==> src/rtl/otp_macro_seq_pkg.sv <==
// Shared types and helpers for the OTP macro request sequencer.
package otp_macro_seq_pkg;

    // Command and error encodings seen on the macro interface.
    typedef enum logic [2:0] {
        Read     = 3'h0,
        Write    = 3'h1,
        ReadRaw  = 3'h2,
        WriteRaw = 3'h3,
        Init     = 3'h4
    } cmd_e;

    typedef enum logic [2:0] {
        NoError              = 3'h0,
        MacroError           = 3'h1,
        MacroEccCorrError    = 3'h2,
        MacroEccUncorrError  = 3'h3,
        MacroWriteBlankError = 3'h4
    } err_e;

    // Sparse state codes so a single flipped bit never lands on another legal state.
    typedef enum logic [5:0] {
        ResetSt    = 6'b101001,
        InitReqSt  = 6'b010011,
        InitWaitSt = 6'b110110,
        IdleSt     = 6'b001110,
        IssueSt    = 6'b100101,
        WaitSt     = 6'b011000,
        ErrorSt    = 6'b111111
    } state_e;

    // Bits needed to hold values 0..value-1 (at least one bit).
    function automatic int vbits(int value);
        return (value <= 1) ? 1 : $clog2(value);
    endfunction

    // Client write/raw bits to macro command.
    function automatic cmd_e cmd_sel(logic write, logic raw);
        cmd_e cmd;
        if (write) cmd = raw ? WriteRaw : Write;
        else       cmd = raw ? ReadRaw : Read;
        return cmd;
    endfunction

    function automatic logic is_read_cmd(cmd_e cmd);
        return (cmd == Read) || (cmd == ReadRaw);
    endfunction

endpackage

==> src/rtl/otp_macro_seq_timer.sv <==
// Response timeout counter: cleared at the macro handshake, counts while waiting.
module otp_macro_seq_timer
    import otp_macro_seq_pkg::*;
#(
    parameter int Limit = 1024
) (
    input  logic clk_i,
    input  logic rst_ni,
    input  logic clr_i,
    input  logic en_i,
    output logic expired_o
);

    localparam int CntWidth = vbits(Limit + 1);
    localparam logic [CntWidth-1:0] LastCnt = CntWidth'(Limit - 1);
    localparam logic [CntWidth-1:0] MaxCnt  = CntWidth'(Limit);

    logic [CntWidth-1:0] cnt_q, cnt_d;

    // Clear wins; otherwise count up while enabled and hold once Limit is reached.
    always_comb begin
        cnt_d = cnt_q;
        if (clr_i) begin
            cnt_d = '0;
        end else if (en_i && (cnt_q != MaxCnt)) begin
            cnt_d = cnt_q + CntWidth'(1);
        end
    end

    // Counter register.
    always_ff @(posedge clk_i or negedge rst_ni) begin
        if (!rst_ni) cnt_q <= '0;
        else         cnt_q <= cnt_d;
    end

    // The enabled cycle that would make the count reach Limit is the expiry cycle.
    assign expired_o = en_i && (cnt_q == LastCnt);

endmodule

==> src/rtl/otp_macro_req_seq.sv <==
// Sequences OTP macro commands: mandatory Init after reset, then one client request at a time.
//
// state      | meaning
// -----------+----------------------------------------------------------
// ResetSt    | first cycle out of reset, nothing driven
// InitReqSt  | Init command presented to the macro
// InitWaitSt | waiting for the Init response
// IdleSt     | ready for a client request
// IssueSt    | client command presented to the macro
// WaitSt     | waiting for the macro response, timeout running
// ErrorSt    | terminal lockout, only reset leaves
module otp_macro_req_seq
    import otp_macro_seq_pkg::*;
#(
    parameter int Width         = 16,
    parameter int Depth         = 1024,
    parameter int SizeWidth     = 2,
    parameter int TimeoutCycles = 1024,
    localparam int AddrWidth    = vbits(Depth),
    localparam int IfWidth      = (2 ** SizeWidth) * Width
) (
    input  logic                 clk_i,
    input  logic                 rst_ni,
    output logic                 init_done_o,
    input  logic                 req_valid_i,
    output logic                 req_ready_o,
    input  logic                 req_write_i,
    input  logic                 req_raw_i,
    input  logic [AddrWidth-1:0] req_addr_i,
    input  logic [SizeWidth-1:0] req_size_i,
    input  logic [IfWidth-1:0]   req_wdata_i,
    output logic                 rsp_valid_o,
    output logic [IfWidth-1:0]   rsp_rdata_o,
    output err_e                 rsp_err_o,
    output logic                 rsp_addr_err_o,
    output logic                 macro_valid_o,
    input  logic                 macro_ready_i,
    output cmd_e                 macro_cmd_o,
    output logic [SizeWidth-1:0] macro_size_o,
    output logic [AddrWidth-1:0] macro_addr_o,
    output logic [IfWidth-1:0]   macro_wdata_o,
    input  logic                 macro_rvalid_i,
    input  logic [IfWidth-1:0]   macro_rdata_i,
    input  err_e                 macro_err_i,
    output logic                 fatal_o
);

    localparam int EndWidth = AddrWidth + 1;
    localparam logic [EndWidth-1:0] LastAddr = EndWidth'(Depth - 1);

    state_e               state_q, state_d;
    cmd_e                 cmd_q, cmd_d;
    logic [AddrWidth-1:0] addr_q, addr_d;
    logic [SizeWidth-1:0] size_q, size_d;
    logic [IfWidth-1:0]   wdata_q, wdata_d;
    logic [IfWidth-1:0]   rdata_q, rdata_d;
    err_e                 err_q, err_d;
    logic                 rsp_valid_q, rsp_valid_d;
    logic                 addr_err_q, addr_err_d;
    logic                 init_done_q, init_done_d;
    logic                 tmr_clr, tmr_en, tmr_expired;
    logic [EndWidth-1:0]  end_addr;
    logic                 range_err;

    // One bit wider than the address so a burst running past the top cannot wrap.
    assign end_addr  = {1'b0, req_addr_i} + EndWidth'(req_size_i);
    assign range_err = end_addr > LastAddr;

    otp_macro_seq_timer #(
        .Limit (TimeoutCycles)
    ) u_timer (
        .clk_i     (clk_i),
        .rst_ni    (rst_ni),
        .clr_i     (tmr_clr),
        .en_i      (tmr_en),
        .expired_o (tmr_expired)
    );

    // Next-state, capture and response logic.
    always_comb begin
        state_d     = state_q;
        cmd_d       = cmd_q;
        addr_d      = addr_q;
        size_d      = size_q;
        wdata_d     = wdata_q;
        rdata_d     = rdata_q;
        err_d       = err_q;
        rsp_valid_d = 1'b0;
        addr_err_d  = 1'b0;
        init_done_d = init_done_q;
        tmr_clr     = 1'b0;
        tmr_en      = 1'b0;

        unique case (state_q)
            ResetSt: state_d = InitReqSt;
            InitReqSt: begin
                if (macro_ready_i) state_d = InitWaitSt;
            end
            InitWaitSt: begin
                if (macro_rvalid_i) begin
                    if (macro_err_i == NoError) begin
                        state_d     = IdleSt;
                        init_done_d = 1'b1;
                    end else begin
                        state_d = ErrorSt;
                    end
                end
            end
            IdleSt: begin
                if (macro_rvalid_i) begin
                    state_d = ErrorSt;
                end else if (req_valid_i) begin
                    cmd_d   = cmd_sel(req_write_i, req_raw_i);
                    addr_d  = req_addr_i;
                    size_d  = req_size_i;
                    wdata_d = req_wdata_i;
                    if (range_err) begin
                        rsp_valid_d = 1'b1;
                        addr_err_d  = 1'b1;
                        err_d       = NoError;
                    end else begin
                        state_d = IssueSt;
                    end
                end
            end
            IssueSt: begin
                if (macro_rvalid_i) begin
                    state_d = ErrorSt;
                end else if (macro_ready_i) begin
                    state_d = WaitSt;
                    tmr_clr = 1'b1;
                end
            end
            WaitSt: begin
                tmr_en = 1'b1;
                if (macro_rvalid_i) begin
                    if (is_read_cmd(cmd_q)) rdata_d = macro_rdata_i;
                    err_d       = macro_err_i;
                    rsp_valid_d = 1'b1;
                    state_d     = IdleSt;
                end else if (tmr_expired) begin
                    // A silent macro is reported as uncorrectable so the client never trusts the data.
                    err_d       = MacroEccUncorrError;
                    rsp_valid_d = 1'b1;
                    state_d     = ErrorSt;
                end
            end
            ErrorSt: state_d = ErrorSt;
            default: state_d = ErrorSt;
        endcase
    end

    // State and datapath registers.
    always_ff @(posedge clk_i or negedge rst_ni) begin
        if (!rst_ni) begin
            state_q     <= ResetSt;
            cmd_q       <= Init;
            addr_q      <= '0;
            size_q      <= '0;
            wdata_q     <= '0;
            rdata_q     <= '0;
            err_q       <= NoError;
            rsp_valid_q <= 1'b0;
            addr_err_q  <= 1'b0;
            init_done_q <= 1'b0;
        end else begin
            state_q     <= state_d;
            cmd_q       <= cmd_d;
            addr_q      <= addr_d;
            size_q      <= size_d;
            wdata_q     <= wdata_d;
            rdata_q     <= rdata_d;
            err_q       <= err_d;
            rsp_valid_q <= rsp_valid_d;
            addr_err_q  <= addr_err_d;
            init_done_q <= init_done_d;
        end
    end

    assign init_done_o    = init_done_q;
    assign req_ready_o    = (state_q == IdleSt);
    assign macro_valid_o  = (state_q == InitReqSt) || (state_q == IssueSt);
    assign fatal_o        = (state_q == ErrorSt);
    assign rsp_valid_o    = rsp_valid_q;
    assign rsp_rdata_o    = rdata_q;
    assign rsp_err_o      = err_q;
    assign rsp_addr_err_o = addr_err_q;
    assign macro_cmd_o    = cmd_q;
    assign macro_size_o   = size_q;
    assign macro_addr_o   = addr_q;
    assign macro_wdata_o  = wdata_q;

endmodule

==> config.mk <==
export PLATFORM = sky130hd
export DESIGN_NAME = otp_macro_req_seq
export DESIGN_NICKNAME = d
export VERILOG_FILES = /design/src/rtl/otp_macro_seq_pkg.sv /design/src/rtl/otp_macro_seq_timer.sv /design/src/rtl/otp_macro_req_seq.sv
export SDC_FILE = /design/constraint.sdc
export NUM_CORES = 1
export LEC_CHECK = 0
export CAP_MARGIN = 10
export CORE_MARGIN = 5
export CORE_UTILIZATION = 46
export CTS_CLUSTER_DIAMETER = 50
export DETAILED_ROUTE_END_ITERATION = 12
export PLACE_DENSITY = 0.95
export SYNTH_ARGS = -nofsm -noshare
export SYNTH_HDL_FRONTEND = slang
export SYNTH_SLANG_ARGS = --single-unit
==> constraint.sdc <==
create_clock -name clk_i -period 4.3 [get_ports clk_i]
set_clock_uncertainty 0.2 [all_clocks]
set_input_delay 0.43 -clock clk_i [delete_from_list [all_inputs] [get_ports clk_i]]
set_output_delay 0.43 -clock clk_i [all_outputs]
set_load 0.01 [all_outputs]
==> results.txt <==
Layout area overhead -> 53.5%
All-Layer GR Usage -> 21.9%
Clock slew at reported path FFs -> 0.07 ns
# Max-Cap Violations -> 0
PortBufs -> 301
Post-synth cell types -> 55
Initial antenna violation count -> 0
Seq/Total Area, Yosys -> 58.8%
Antenna-violating nets left -> 0
Htree depth -> 4
Die width -> 134 µm
Ant. Diodes -> 0
Layout cells sized above 1 -> 25.4%
Core area -> 15100 µm²
Post-Syn Nets -> 619
Post-synthesis average cell area -> 15.2 µm²
Via count -> 4965
Post-DP HPWL -> 14.5 mm
Cell taking the most area after synthesis -> dfrtp_1
Synthesis Warnings -> 0
Fin. Hold Viols -> 0
Leak Pwr -> 5.13 nW
DR vias/cell -> 5.13
Die Area -> 18000 µm²
Global-route wire length before repair -> 29.9 mm
Post-synth EDFFs -> 0
Max-slew violations -> 0
Gate Count Post-Synth -> 465
IO Pins -> 302
Worst setup margin -> 1.03 ns
DRT Wirelength -> 19.4 mm
1st-pass router iterations -> 4
# rows -> 45
RSZ-0062 raised after global routing -> false
WL per Instance -> 20.1 µm
Worst-Skew Late Latency -> 0.42 ns
Bufs on Longest Clock Path -> 2
Die height -> 134 µm
Worst slew pin tran -> 0.952 ns
Synth top area share -> 57.3%
Worst setup EP type -> register
Cell Area, Synth -> 7070 µm²
CTS Sinks -> 166
Setup Crit Path Kind -> register to register
Hold slack -> 0.291 ns
Startpoint types -> register
Peak supply drop -> 279 µV
Critical path peak fanout -> 50
Async SR Flop Fraction -> 100%
Min Tclk post-route -> 3.27 ns
Placer Congestion -> 0.859
Data required time of the critical path -> 4.40 ns
Grt ovf -> 0
Worst slew margin -> 36.5%
Largest net degree at the start of global routing -> 105
Arr. time, crit path -> 3.38 ns
Post-synth top flop -> dfrtp_1
Post-synthesis register bit count -> 166
Power density over the cells -> 313 nW/µm²
Largest cells by area after synthesis -> dfrtp_1, mux2_2, mux2_4, dfstp_2, buf_6
Crit share post-route -> 76.1%
Post-cts resize count -> 0
Starting DRT DRC Count -> 197
TritonCTS clock tree -> yes
Setup WS pre-CTS -> 1.09 ns
Worst hold path class -> register to register
# DRC -> 0
Max Fclk -> 305 MHz
CTS root buffer -> clkbuf_16
Status -> complete, no violations
TNS Setup -> 0 ns
Setup violations, final -> 0
Num CTS Buffers -> 17
Final net count -> 920
Vias in the first global route -> 5388
Starting density of the core -> 46.7%
[layout by cell type (no fill, tap or decap), types with 3 or more instances in the layout]
master	instances
clkdlybuf4s50_1	300
dfrtp_1	162
mux2_2	83
mux2_4	60
clkbuf_16	17
nor2_1	14
nand2_1	10
xor2_1	9
nand4_1	8
inv_1	7
nand3_1	7
o21ai_0	5
nor3_1	5
inv_6	5
and2_1	4
and3_1	4
nand3b_1	4
nor4_1	4
dfstp_2	4
buf_4	4
nand2b_1	3
nand4bb_1	3
a21oi_1	3
ha_1	3
clkbuf_8	3
[power breakdown]
group	leakage, nW	internal (W)	switching (W)
Combinational	2.59	0.000155	0.0000779
Clock	0.303	0.000923	0.000659
Sequential	2.23	0.00157	0.0000113
[kinds of logic after synthesis]
kind of cell / Yosys count / share of synthesized area, %
AOI/OAI and AO/OA: 27 / 2.76
xor gates and xnor gates: 10 / 1.24
adders and majority gates: 4 / 0.814
buffers and inverters: 32 / 2.64
DFF: 166 / 58.8
muxes: 144 / 26.1
and+or+nand+nor: 82 / 7.68
[metrics by stage]
step	utilization [%]	instances	total power (W)	area [µm²]
global placement	67.5	934	0.00184	10200
CTS	71.7	967	0.00343	10900
detailed placement	67.5	934	0.00185	10200
floorplan	-	465	0.00164	7070
global route	71.7	967	0.00352	10900
finish	71.7	967	0.00340	10900
[flip-flops by register name, indices dropped and copies added (netlist names)]
name and flops:
u_timer.cnt_q 11, rsp_valid_o 1, macro_size_o 2, init_done_o 1, rsp_err_o 3, rsp_rdata_o 64, macro_addr_o 10, rsp_addr_err_o 1
macro_cmd_o 3, state_q 6, macro_wdata_o 64
[area by class of cell]
cell class | count | area [µm²]
clock inverter | 12 | 156
timing repair buffer | 307 | 3070
tap | 188 | 235
sequential | 166 | 4160
inverter | 7 | 26.3
fill | 955 | 4290
clock buffer | 20 | 467
multi-input combinational | 267 | 2740
[layer usage]
metal	track usage [%]	vias to the layer above	wire length (µm)
met5	0	-	0
met4	7.18	0	406
met3	9.68	26	1960
met2	36.6	225	9610
met1	25.3	2447	7450
li1	-	2267	-
[worst paths after layout]
path | from | to | slack [ns] | cells past startpoint
min reg2reg | init_done_o | init_done_o | 0.29 | 1
max | state_q[3] | rsp_rdata_o[32] | 1.03 | 6
max reg2reg | state_q[3] | rsp_rdata_o[32] | 1.03 | 6
max in group asynchronous | rst_ni | state_q[0] | 2.44 | 3
min | init_done_o | init_done_o | 0.29 | 1
min in group asynchronous | rst_ni | rsp_rdata_o[12] | 0.50 | 2
[what timing repair did]
| item | CTS | global route |
|---|---|---|
| buffers inserted | 0 | 0 |
| hold buffers | 1 | 0 |
| endpoints found under the hold margin | 102 | 0 |
[cell usage after synthesis (all sizes together), types with 3 or more instances]
| cell | instances |
|---|---|
| dfrtp | 162 |
| mux2 | 143 |
| buf | 20 |
| nor2 | 14 |
| nand2 | 10 |
| xor2 | 9 |
| nand4 | 8 |
| inv | 7 |
| nand3 | 7 |
| nor3 | 7 |
| nand3b | 6 |
| o21ai | 6 |
| clkbuf | 5 |
| and2 | 4 |
| and3 | 4 |
| dfstp | 4 |
| nand4bb | 4 |
| nor4 | 4 |
| a21oi | 3 |
| ha | 3 |
| nand2b | 3 |
[worst max-delay path, stage by stage, from the launching register on]
cell	delay [ns]
dfstp_2	0.69
nand4bb_4	0.15
nor3_4	0.47
nand2_1	0.20
or3_4	0.69
buf_4	0.38
mux2_4	0.33
No activity file was read; power rests on OpenSTA's default activity.
